[src/rtl/song_sequencer.sv]
// song_sequencer: autoplay controller that walks a song ROM and drives the buzzer note/pitch/stop.
//
// Ports:
//   i_clk       system clock
//   i_rst_n     asynchronous active-low reset
//   i_start     one-cycle pulse, starts the song at index 0 (IDLE only)
//   i_pause     level, freezes playback and forces stop while high
//   i_abort     one-cycle pulse, returns to IDLE with reset outputs
//   o_rom_addr  song ROM address (synchronous ROM, 1-cycle latency)
//   i_rom_data  [6:0] note, [9:7] pitch one-hot, [17:10] duration in units
//   o_note      note to buzzer
//   o_pitch     pitch to buzzer
//   o_stop      stop to buzzer
//   o_busy      high in any state other than IDLE
//   o_done      one-cycle pulse at song end
//   o_idx       index of the current song entry
//
// Optional feature: define SONG_REPEAT_EN to loop the song forever until abort.
module song_sequencer #(
    parameter int TICK_DIV   = 100000,
    parameter int UNIT_TICKS = 10,
    parameter int GAP_TICKS  = 20,
    parameter int ADDR_W     = 6,
    parameter int SONG_LEN   = 64
) (
    input  logic              i_clk,
    input  logic              i_rst_n,
    input  logic              i_start,
    input  logic              i_pause,
    input  logic              i_abort,
    output logic [ADDR_W-1:0] o_rom_addr,
    input  logic [17:0]       i_rom_data,
    output logic [6:0]        o_note,
    output logic [2:0]        o_pitch,
    output logic              o_stop,
    output logic              o_busy,
    output logic              o_done,
    output logic [ADDR_W-1:0] o_idx
);
    localparam int TW   = TICK_DIV > 1 ? $clog2(TICK_DIV) : 1;
    localparam int SMAX = UNIT_TICKS > GAP_TICKS ? UNIT_TICKS : GAP_TICKS;
    localparam int SW   = SMAX > 1 ? $clog2(SMAX) : 1;
    localparam logic [TW-1:0]     TICK_LAST = TW'(TICK_DIV - 1);
    localparam logic [SW-1:0]     UNIT_LAST = SW'(UNIT_TICKS - 1);
    localparam logic [SW-1:0]     GAP_LAST  = SW'(GAP_TICKS - 1);
    localparam logic [ADDR_W-1:0] IDX_LAST  = ADDR_W'(SONG_LEN - 1);
    localparam logic [2:0]        PITCH_DEF = 3'b010;

    typedef enum logic [2:0] {S_IDLE, S_FETCH, S_LOAD, S_PLAY, S_GAP, S_FINISH} state_t;

    state_t            r_state;
    logic [ADDR_W-1:0] r_idx;
    logic [TW-1:0]     r_tick;
    logic [SW-1:0]     r_sub;
    logic [7:0]        r_units;
    logic [6:0]        r_note;
    logic [2:0]        r_pitch;
    logic              r_stop;
    logic              r_busy;
    logic              r_done;

    logic       w_timed;
    logic       w_run;
    logic       w_tick_end;
    logic [7:0] w_dur;
    logic [2:0] w_pitch_in;
    logic       w_pitch_ok;

    assign w_timed    = (r_state == S_PLAY) || (r_state == S_GAP);
    assign w_run      = w_timed && !i_pause;
    assign w_tick_end = r_tick == TICK_LAST;
    assign w_dur      = i_rom_data[17:10];
    assign w_pitch_in = i_rom_data[9:7];
    assign w_pitch_ok = (w_pitch_in == 3'b001) || (w_pitch_in == 3'b010) || (w_pitch_in == 3'b100);

    assign o_rom_addr = r_idx;
    assign o_idx      = r_idx;
    assign o_note     = r_note;
    assign o_pitch    = r_pitch;
    // Pause must silence the buzzer in the same cycle it is raised, so it bypasses the stop register.
    assign o_stop     = r_stop | (i_pause & w_timed);
    assign o_busy     = r_busy;
    assign o_done     = r_done;

    always_ff @(posedge i_clk or negedge i_rst_n) begin
        if (!i_rst_n) begin
            r_state <= S_IDLE;
            r_idx   <= '0;
            r_tick  <= '0;
            r_sub   <= '0;
            r_units <= '0;
            r_note  <= '0;
            r_pitch <= PITCH_DEF;
            r_stop  <= 1'b1;
            r_busy  <= 1'b0;
            r_done  <= 1'b0;
        end else if (i_abort) begin
            r_state <= S_IDLE;
            r_idx   <= '0;
            r_tick  <= '0;
            r_sub   <= '0;
            r_units <= '0;
            r_note  <= '0;
            r_pitch <= PITCH_DEF;
            r_stop  <= 1'b1;
            r_busy  <= 1'b0;
            r_done  <= 1'b0;
        end else begin
            r_done <= 1'b0;
            if (w_run)
                r_tick <= w_tick_end ? '0 : r_tick + 1'b1;
            case (r_state)
                S_IDLE: begin
                    if (i_start) begin
                        r_state <= S_FETCH;
                        r_idx   <= '0;
                        r_busy  <= 1'b1;
                    end
                end
                S_FETCH: r_state <= S_LOAD;
                S_LOAD: begin
                    if (w_dur == 8'd0) begin
                        r_state <= S_FINISH;
                        r_done  <= 1'b1;
                        r_note  <= '0;
                        r_stop  <= 1'b1;
                    end else begin
                        r_state <= S_PLAY;
                        r_note  <= i_rom_data[6:0];
                        r_pitch <= w_pitch_ok ? w_pitch_in : PITCH_DEF;
                        r_units <= w_dur;
                        r_tick  <= '0;
                        r_sub   <= '0;
                        r_stop  <= 1'b0;
                    end
                end
                S_PLAY: begin
                    // Nested tick/unit/duration counters give dur*UNIT_TICKS*TICK_DIV cycles without a multiplier.
                    if (w_run && w_tick_end) begin
                        if (r_sub == UNIT_LAST) begin
                            r_sub <= '0;
                            if (r_units == 8'd1) begin
                                r_state <= S_GAP;
                                r_note  <= '0;
                            end else begin
                                r_units <= r_units - 8'd1;
                            end
                        end else begin
                            r_sub <= r_sub + 1'b1;
                        end
                    end
                end
                S_GAP: begin
                    if (w_run && w_tick_end) begin
                        if (r_sub == GAP_LAST) begin
                            r_sub <= '0;
                            if (r_idx == IDX_LAST) begin
                                r_state <= S_FINISH;
                                r_done  <= 1'b1;
                                r_stop  <= 1'b1;
                            end else begin
                                r_state <= S_FETCH;
                                r_idx   <= r_idx + 1'b1;
                            end
                        end else begin
                            r_sub <= r_sub + 1'b1;
                        end
                    end
                end
                S_FINISH: begin
                    r_idx <= '0;
`ifdef SONG_REPEAT_EN
                    r_state <= S_FETCH;
`else
                    r_state <= S_IDLE;
                    r_busy  <= 1'b0;
`endif
                end
                default: r_state <= S_IDLE;
            endcase
        end
    end
endmodule

[config.mk]
export PLATFORM = sky130hd
export DESIGN_NAME = song_sequencer
export DESIGN_NICKNAME = d
export VERILOG_FILES = /design/src/rtl/song_sequencer.sv
export SDC_FILE = /design/constraint.sdc
export NUM_CORES = 1
export LEC_CHECK = 0
export CAP_MARGIN = 20
export CORE_MARGIN = 2
export CORE_UTILIZATION = 49
export CTS_CLUSTER_DIAMETER = 30
export DETAILED_ROUTE_END_ITERATION = 10
export PLACE_DENSITY = 0.82
export SYNTH_ARGS = -nofsm -noshare
export SYNTH_HDL_FRONTEND = slang
export SYNTH_SLANG_ARGS = --single-unit
export TNS_END_PERCENT = 1
[constraint.sdc]
create_clock -name i_clk -period 2.42 [get_ports i_clk]
set_input_delay 0.605 -clock i_clk [delete_from_list [all_inputs] [get_ports i_clk]]
set_output_delay 0.605 -clock i_clk [all_outputs]
set_load 0.02 [all_outputs]
# After elaboration in Yosys (flattened, before gate mapping)
# Index checks and enable logic that the tools add are counted.
[word_totals]
reg_bits = 52
input_bits = 23
out_inout_bits = 25
word_cells = 120
[classes]
addsub = 4
eq_ne = 24
muxes = 58
bitwise_logic = 2
reduce_logical = 22
[ops]
columns = ["cell", "n"]
rows = [
  ["$mux W17", 5],
  ["$mux W8", 5],
  ["$mux W3", 13],
  ["$mux W7", 5],
  ["$mux W5", 6],
  ["$mux W6", 5],
  ["$ne A3 B2 Y1 const B", 6],
  ["$pmux W6 S3", 1],
  ["$add A17 B1 Y17 const B", 1],
  ["$eq A17 B17 Y1 const B", 1],
  ["$pmux W8 S2", 1],
  ["$pmux W3 S5", 1],
  ["$pmux W5 S3", 1],
  ["$pmux W7 S2", 1],
  ["$ne A3 B3 Y1 const B", 4],
  ["$reduce_and A4 Y1", 3],
  ["$mux W1", 11],
  ["$reduce_and A5 Y1", 2],
  ["$eq A3 B2 Y1 const B", 3],
  ["$eq A3 B3 Y1 const B", 3],
  ["$reduce_bool A3 Y1", 3],
  ["$eq A8 B1 Y1 const B", 1],
  ["$logic_not A8 Y1", 1],
  ["$reduce_bool A4 Y1", 2],
  ["18 further kinds", 25],
]

# Logic depth before layout (Yosys ltp)
# Gate-level depths: netlist (run 1).
[logic_depth]
word_depth = 7
depth_mapped = 8
mapped_depth_nobuf = 7

# Worst setup path before layout (run 1)
# No wires, ideal clock.
[synth_path]
kind = "input port to flip-flop"
start = "input i_abort"
end = "register r_sub[3]"
setup_ns = 0.065
arrival_ns = 2.064
required_time_ns = 2.355
path_slack_ns = 0.291
path_stages = 6
n_path_buf = 2
path_cell_list = "clkbuf_1 or4b_1 buf_2 o32a_2 a2111oi_2 a211o_1"
[synth_via]
elab_chain_len = 2
elab_cells_between_ends = 6
classes_between = "3 x eq/ne; 1 x mux; 2 x reduce/logical"
[synth_lines]
columns = ["element", "line_no", "source"]
rows = [
  ["from (decl)", "30", "input logic i_abort,"],
  ["$ne A3 B3 Y1 (no line), or another cell as far along", "-", ""],
  ["$reduce_and A4 Y1 (no line)", "-", ""],
  ["to (signal assigned)", "149", "r_sub <= r_sub + 1'b1;"],
  ["to (signal assigned)", "166", "r_sub <= r_sub + 1'b1;"],
  ["to (decl)", "54", "logic [SW-1:0] r_sub;"],
]
# Several ways; a longest one is shown, not always the timed one.
# A chain may end at the register's enable or synchronous reset.

# Worst setup path after layout (run 1)
[layout_path]
start = "input i_pause"
end = "register r_units[3]"
[layout_via]
elab_chain_len = 5
[layout_lines]
columns = ["element", "line_no", "source"]
rows = [
  ["from (decl)", "29", "input logic i_pause,"],
  ["$logic_not A1 Y1", "70", "assign w_run = w_timed && !i_pause;"],
  ["$logic_and A1 B1 Y1", "70", ""],
  ["$logic_and A1 B1 Y1", "139", "if (w_run && w_tick_end) begin"],
  ["$ne A3 B2 Y1 (no line)", "-", ""],
  ["$reduce_and A5 Y1 (no line)", "-", ""],
  ["to (signal assigned)", "131", "r_units <= w_dur;"],
  ["to (signal assigned)", "146", "r_units <= r_units - 8'd1;"],
  ["to (decl)", "55", "logic [7:0] r_units;"],
]
# Every way passes these cells.

==> results of run 1 <==
-- power breakdown --
group | switching (mW) | internal, mW | total [mW] | leakage, nW
Sequential | 0.107 | 0.979 | 1.09 | 0.709
Clock | 0.293 | 0.365 | 0.658 | 0.0645
Combinational | 0.564 | 0.461 | 1.03 | 0.942
-- metrics by stage --
step / util (%) / area (um^2)
after floorplan: - / 3150
after global placement: 61.7 / 3870
after detailed placement: 61.7 / 3870
after CTS: 63.7 / 4000
after global routing: 63.7 / 4000
final: 63.7 / 4000
-- cell usage in the layout, fill, tap and decap left out, drive strengths merged, types with 4 or more instances in the layout --
master and n:
dfrtp 50, clkdlybuf4s50 45, nor2 39, buf 36
nand2 30, a21oi 15, inv 11, nand3 10
xor2 9, nor3 9, and3 8, xnor2 8
nor4 8, a22o 7, clkbuf 7, nand4 7
o21ai 7, mux2i 6, o22ai 6, ha 6
a211oi 6, and4 5, nand2b 4, nor2b 4
a31oi 4, nor3b 4
-- per-layer routing --
layer / share of wire, % / up-vias / GRT usage [%]
met4: 1.7 / 0 / 5.72
met1: 44 / 1384 / 30.4
met2: 49 / 88 / 38.0
met3: 5.2 / 10 / 3.24
met5: 0 / - / 0
li1: - / 1364 / -
-- layout make-up --
class / instances / area share (%)
tap: 77 / 2.41
timing repair buffer: 82 / 18.5
clock buffer: 7 / 2.41
clock inverter: 1 / 0.751
inverter: 11 / 1.03
sequential: 52 / 32.6
multi-input combinational: 251 / 42.3
-- synthesized netlist by cell type (all sizes together), types with 5 or more instances --
| cell | number |
|---|---|
| dfrtp | 50 |
| nor2 | 39 |
| nand2 | 30 |
| a21oi | 15 |
| buf | 14 |
| inv | 11 |
| nand3 | 10 |
| nor3 | 9 |
| xor2 | 9 |
| and3 | 8 |
| nor4 | 8 |
| xnor2 | 8 |
| a22o | 7 |
| clkbuf | 7 |
| nand4 | 7 |
| o21ai | 7 |
| a211oi | 6 |
| ha | 6 |
| mux2i | 6 |
| o22ai | 6 |
| and4 | 5 |
-- registers in the layout, summed over array words and instances (netlist names), 3 cells and up --
name and count:
r_units 8, o_note 7, r_state 3, o_pitch 3
r_sub 5, r_tick 17, o_idx 6
-- worst max path at each step --
stage,slack [ps],endpoint,depth (start not counted)
2_1_floorplan,290,r_sub[3],6
3_3_place_gp,-140,o_stop,4
3_5_place_dp,-180,r_units[2],7
4_1_cts,130,r_units[2],7
5_1_grt,20,r_units[3],6
6_report,130,r_units[3],7
-- cell families after synthesis --
logic type | after synthesis | share of synthesized area (%)
buffers and inverters | 32 | 5.04
xor gates and xnor gates | 17 | 4.72
and+or+nand+nor | 147 | 25.9
DFF | 52 | 41.4
adders and majority gates | 6 | 2.38
AOI/OAI and AO/OA | 75 | 18.7
muxes | 6 | 1.91
-- repair_timing --
| action | in CTS | in global routing |
|---|---|---|
| buffers inserted | 0 | 0 |
| endpoints found under the hold margin | 0 | 0 |
| gates resized for setup | 1 | 0 |
| setup endpoints to repair | 1 | 0 |
==> summary.txt, run 1 <==
Outcome
  • Run status: finished, final reports clean

Floorplan
  • Die extent in x: 84.2 um
  • Standard-cell row count: 29
  • Chip height: between 80 and 90 um
  • Initial core utilization: 50.2%
  • Number of I/O pins: 48
  • Total die area: a little over 0.007 mm^2
  • Placeable core region: 0.00628 mm^2

Routing
  • Total wire length after detailed routing: 7620 um
  • TritonRoute pass-1 iters: 4
  • DRC violation count after routing: 0
  • Post-detailed-route wirelength per cell: 15.8 um
  • DRC violation total after the first TritonRoute iteration: 228
  • Avg Vias per Cell: 5.92
  • Remaining number of nets flagged by the antenna check after routing: 0
  • Vias after detailed routing: 2846

STA
  • Clock skew: approximately 10 ps
  • Period utilisation layout: 94.8%
  • Fmax achieved: about 440 MHz
  • Count of final hold-check violations: 0
  • Setup TNS: 0 ps
  • Transition time at the pin with the least slew margin: 656 ps
  • Setup ws final: 126 ps
  • Worst hold slack after final layout: 401 ps
  • Final Critical Period: ~2300 ps
  • Number of failing setup endpoints in the final timing report: 0
  • Max-slew violations: 0
  • Setup repair after global routing missed its margin: false
  • Max-Slew Margin vs Limit: 56.3%

Synthesis
  • Yosys cell types: between 60 and 70
  • Post-synth net total: 364
  • Main flop type after synthesis: sky130_fd_sc_hd__dfrtp_1
  • Post-synth top area share: 39.7%
  • Number of warnings issued by yosys: 0
  • Library cell occupying the most area in the post-synthesis netlist: sky130_fd_sc_hd__dfrtp_1
  • Dominant cells by area after synthesis: sky130_fd_sc_hd__dfrtp_1 40%, sky130_fd_sc_hd__nor2_1 4.6%, sky130_fd_sc_hd__nand2_1 3.6%
  • Fraction of synthesis flops using an asynchronous set or reset pin: 100%
  • Sequential area share after synthesis: 41.4%
  • Synthesized flop and latch total: 52
  • Synthesized instance count: 335
  • Count of flip-flops with a built-in enable after synthesis: 0
  • Average instance area after synthesis: ~9.4 um^2
  • Synthesized area: 0.00315 mm^2

Placed design
  • Number of I/O port buffers: 47
  • Pre-CTS setup slack: -176 ps
  • Post-detailed-placement half-perimeter wirelength: 5560 um
  • Last weighted congestion value of the routability-driven placer: slightly below 0.9
  • Number of instances in the placed design: 473

Global route
  • Overall fraction of global-route tracks in use: approximately 22%
  • Via count of the first global-routing pass: 2739
  • Pin count of the biggest net entering global routing: between 50 and 60
  • First-pass GRT wire length: 13100 um
  • Initial antenna violation count: 0
  • Overflow left after global routing: 0

Critical path
  • Critical-path cell list: clkdlybuf4s50_1, buf_4, nor2b_1, o21ai_2, or3_1, a21o_4, a211oi_2
  • Peak per-stage delay on the critical path: around 500 ps
  • CP startpoint kind: primary input
  • Number of buffer and inverter instances along the worst setup path: 2
  • Internal reg-to-reg setup slack: 170 ps
  • Critical path peak fanout: 5
  • Standard cell with the maximum stage delay on the critical path: sky130_fd_sc_hd__or3_1
  • Arrival time of the worst setup path: 2520 ps
  • Top cell family by delay on the critical path: simple AND/OR/NAND/NOR gates
  • Origin of the worst setup path: i_pause
  • R2r startpoint: r_tick[0]
  • Type of element capturing the critical path: register
  • Worst reg2reg path depth: 6
  • Type of the worst setup path: primary input to register
  • Required time at the worst-slack endpoint: around 2700 ps
  • End of the worst register-to-register path: r_units[3]

Clock tree
  • TritonCTS Buffers: 5
  • Clock tree from TritonCTS: done
  • Insertion delay to the later sink of the worst-skew pair: 310 ps
  • Number of hold buffers added after cts: 0
  • Clock net sink count: 52
  • # H-tree levels: 2
  • Clock input transition at the sequential cells of the worst setup and hold paths: 100 ps
  • Clock Root Buffer: sky130_fd_sc_hd__clkbuf_8
  • Clock buffer depth: 2

Power
  • Largest voltage drop on the vdd net: 555 uV
  • Power Total: 2.77 mW
  • Power density cells: a little under 700 mW/mm^2
  • Leakage: 1.72 nW

Cells and area
  • Area of all sequential standard cells: between 0.001 and 0.0015 mm^2
  • Growth of design area from synthesis to finish: 26.8%
  • Count of non-filler cells in the finished layout: 481
  • Net count of the finished layout: 432
  • Share of cells above drive strength 1: approximately 17%
  • Fill cell count: 494
  • Multi-input gate area: 0.00169 mm^2
  • Diodes inserted: 0

Job
  • Max Cap Violations: 0

Min path
  • Worst hold-check path type: primary input to async pin
Power figures use the tool's default switching activity.
==> run 2, diff against run 1 <==
--- a/config.mk
+++ b/config.mk
@@ -6,7 +6,6 @@
 export NUM_CORES = 1
 export LEC_CHECK = 0
 export CAP_MARGIN = 20
-export CORE_MARGIN = 2
 export CORE_UTILIZATION = 49
 export CTS_CLUSTER_DIAMETER = 30
 export DETAILED_ROUTE_END_ITERATION = 10
==> summary.txt, run 2 (same netlist as run 1, synthesis figures left out) <==
Clock tree
  • Clock net sink count: 52 (unchanged)
  • TritonCTS Buffers: 5 (unchanged)
  • # H-tree levels: 2 (unchanged)
  • Clock tree from TritonCTS: done (unchanged)
  • Number of setup buffers added after CTS: 0 (unchanged)
  • Number of instances resized during post-cts repair: 1 (unchanged)
  • Clock input transition at the sequential cells of the worst setup and hold paths: 100 ps (about the same)
  • Number of hold buffers added after cts: 0 (unchanged)
  • Clock buffer depth: 2 (unchanged)
  • Insertion delay to the later sink of the worst-skew pair: 310 ps (about the same)
  • Clock Root Buffer: sky130_fd_sc_hd__clkbuf_8 (unchanged)

Critical path
  • Top cell family by delay on the critical path: buffers and inverters (was simple AND/OR/NAND/NOR gates)
  • Type of the worst setup path: primary input to register (unchanged)
  • Worst reg2reg path depth: 6 (unchanged)
  • Critical-path cell list: clkdlybuf4s50_1, buf_4, nor2b_1, o21ai_2, buf_4, o311ai_1, nand2_1, a22o_1 (was clkdlybuf4s50_1, buf_4, nor2b_1, o21ai_2, or3_1, a21o_4, a211oi_2)
  • Standard cell with the maximum stage delay on the critical path: sky130_fd_sc_hd__clkdlybuf4s50_1 (was sky130_fd_sc_hd__or3_1)
  • CP dominant cell by count: sky130_fd_sc_hd__buf_4
  • R2r startpoint: r_tick[0] (unchanged)
  • CP startpoint kind: primary input (unchanged)
  • Type of element capturing the critical path: register (unchanged)
  • WP depth: 8 (was 7)
  • Internal reg-to-reg setup slack: 180 ps (was 170 ps)
  • Peak per-stage delay on the critical path: 450 ps (was 500 ps)
  • Termination of the worst setup path: o_note[2] (was r_units[3])
  • Origin of the worst setup path: i_pause (unchanged)
  • Number of buffer and inverter instances along the worst setup path: 3 (was 2)
  • Critical path peak fanout: 7 (was 5)
  • Required time at the worst-slack endpoint: 2630 ps (was 2650 ps)
  • Arrival time of the worst setup path: 2550 ps (was 2520 ps)
  • End of the worst register-to-register path: r_units[3] (unchanged)

Floorplan
  • Standard-cell row count: 28 (was 29)
  • Chip height: 82.2 um (was 84.2 um)
  • Initial core utilization: 52.0% (was 50.2%)
  • Placeable core region: 0.00606 mm^2 (was 0.00628 mm^2)
  • Total die area: 0.00676 mm^2 (was 0.00709 mm^2)
  • Die extent in x: 82.2 um (was 84.2 um)
  • Number of I/O pins: 48 (unchanged)

STA
  • Number of failing setup endpoints in the final timing report: 0 (unchanged)
  • Final Critical Period: 2350 ps (was 2290 ps)
  • Setup ws final: 70.7 ps (was 126 ps)
  • Period utilisation layout: 97.1% (was 94.8%)
  • Max-Slew Margin vs Limit: 56.3% (about the same)
  • Count of final hold-check violations: 0 (unchanged)
  • Clock skew: 7.33 ps (was 10.5 ps)
  • Fmax achieved: 426 MHz (was 436 MHz)
  • Setup TNS: 0 ps (unchanged)
  • Transition time at the pin with the least slew margin: 656 ps (about the same)
  • Setup repair after global routing missed its margin: false (unchanged)
  • Max-slew violations: 0 (unchanged)
  • Worst hold slack after final layout: 409 ps (was 401 ps)

Routing
  • Post-detailed-route wirelength per cell: 16.0 um (was 15.8 um)
  • Remaining number of nets flagged by the antenna check after routing: 0 (unchanged)
  • Avg Vias per Cell: 6.00 (was 5.92)
  • DRC violation count after routing: 0 (unchanged)
  • Vias after detailed routing: 2900 (was 2846)
  • TritonRoute pass-1 iters: 4 (unchanged)
  • DRC violation total after the first TritonRoute iteration: 144 (was 228)
  • Total wire length after detailed routing: 7730 um (was 7620 um)

Placed design
  • Last weighted congestion value of the routability-driven placer: 0.907 (was 0.891)
  • Number of I/O port buffers: 47 (unchanged)
  • Number of instances in the placed design: 475 (was 473)
  • Post-detailed-placement half-perimeter wirelength: 5560 um (about the same)
  • Pre-CTS setup slack: -224 ps (was -176 ps)
  • DP Area: 0.00390 mm^2 (was 0.00387 mm^2)

Cells and area
  • Fill cell count: 474 (was 494)
  • Final core area utilization: 66.2% (was 63.7%)
  • Growth of design area from synthesis to finish: 27.3% (was 26.8%)
  • Final standard cell area without fillers: 0.00401 mm^2 (was 0.00400 mm^2)
  • Highest-count cells in the layout ignoring fill and taps: 50 x sky130_fd_sc_hd__dfrtp_1, 45 x sky130_fd_sc_hd__clkdlybuf4s50_1, 39 x sky130_fd_sc_hd__nor2_1, 38 x sky130_fd_sc_hd__buf_4, 30 x sky130_fd_sc_hd__nand2_1 (was 50 x sky130_fd_sc_hd__dfrtp_1, 45 x sky130_fd_sc_hd__clkdlybuf4s50_1, 39 x sky130_fd_sc_hd__nor2_1, 34 x sky130_fd_sc_hd__buf_4, 30 x sky130_fd_sc_hd__nand2_1)
  • Count of non-filler cells in the finished layout: 483 (was 481)
  • Largest register by flop count: r_tick (unchanged)
  • Most frequent standard cell in the layout excluding fill and tap cells: sky130_fd_sc_hd__dfrtp_1 (unchanged)
  • Diodes inserted: 0 (unchanged)
  • Flip-flop count of the largest register, all copies and words added: 17 (unchanged)
  • Share of cells above drive strength 1: 17.9% (was 17.1%)
  • Net count of the finished layout: 436 (was 432)

Min path
  • Worst hold-check path type: primary input to async pin (unchanged)

Global route
  • Overflow left after global routing: 0 (unchanged)
  • Overall fraction of global-route tracks in use: 24.5% (was 22.4%)
  • Pin count of the biggest net entering global routing: 53 (unchanged)
  • Via count of the first global-routing pass: 2751 (was 2739)
  • First-pass GRT wire length: 12600 um (was 13100 um)
  • Initial antenna violation count: 0 (unchanged)

Power
  • Power density cells: 687 mW/mm^2 (was 693 mW/mm^2)
  • Leakage: 1.73 nW (was 1.72 nW)
  • Largest voltage drop on the vdd net: 452 uV (was 555 uV)
  • Power Total: 2.76 mW (was 2.77 mW)

Outcome
  • Run status: finished, final reports clean (unchanged)

Job
  • Max Cap Violations: 0 (unchanged)
## run 2: changes by cell type in the layout (fill, tap and decap cells not counted), sizes merged
| cell | delta |
|---|---|
| buf | +4 |
| clkbuf | -2 |
| clkinvlp | +1 |
| inv | +1 |
## run 2: worst min path at each step
stage / cells after the start / slack (ps) / start / to
3_3_place_gp: 1 / 480 / o_note[3] / o_note[3]
2_1_floorplan: 0 / 310 / i_rst_n / o_busy
3_5_place_dp: 1 / 480 / o_note[4] / o_note[4]
6_report: 2 / 410 / i_rst_n / r_tick[8]
4_1_cts: 2 / 430 / i_rst_n / o_idx[3]
5_1_grt: 2 / 470 / i_rst_n / r_tick[16]
## run 2: worst register-to-register path, cell delays in order (launching register included)
cell	delay, ps
sky130_fd_sc_hd__dfrtp_1	410
sky130_fd_sc_hd__ha_1	240
sky130_fd_sc_hd__and4_1	280
sky130_fd_sc_hd__nand4_2	220
sky130_fd_sc_hd__or3_1	510
sky130_fd_sc_hd__a21o_4	290
sky130_fd_sc_hd__a211oi_2	220
## run 2: area by class of cell
class / instances / area (um^2) / area share [%]
sequential: 52 / 1300 / 32.5
clock inverter: 3 / 46.3 / 1.15
timing repair buffer: 86 / 769 / 19.2
multi-input combinational: 251 / 1690 / 42.1
clock buffer: 5 / 68.8 / 1.71
inverter: 11 / 41.3 / 1.03
tap: 75 / 93.8 / 2.34
## run 2: per-layer routing
| metal | global-route usage [%] | wire (um) |
|---|---|---|
| met1 | 32.8 | 3460 |
| met2 | 41.0 | 3790 |
| met3 | 3.74 | 382 |
| met4 | 7.02 | 95 |
| met5 | 0 | 0 |
## run 2: report_power, final
group	total (mW)	switching, mW	leakage (nW)	internal, mW
Sequential	1.08	0.102	0.709	0.979
Clock	0.620	0.308	0.0548	0.312
Combinational	1.06	0.585	0.962	0.471
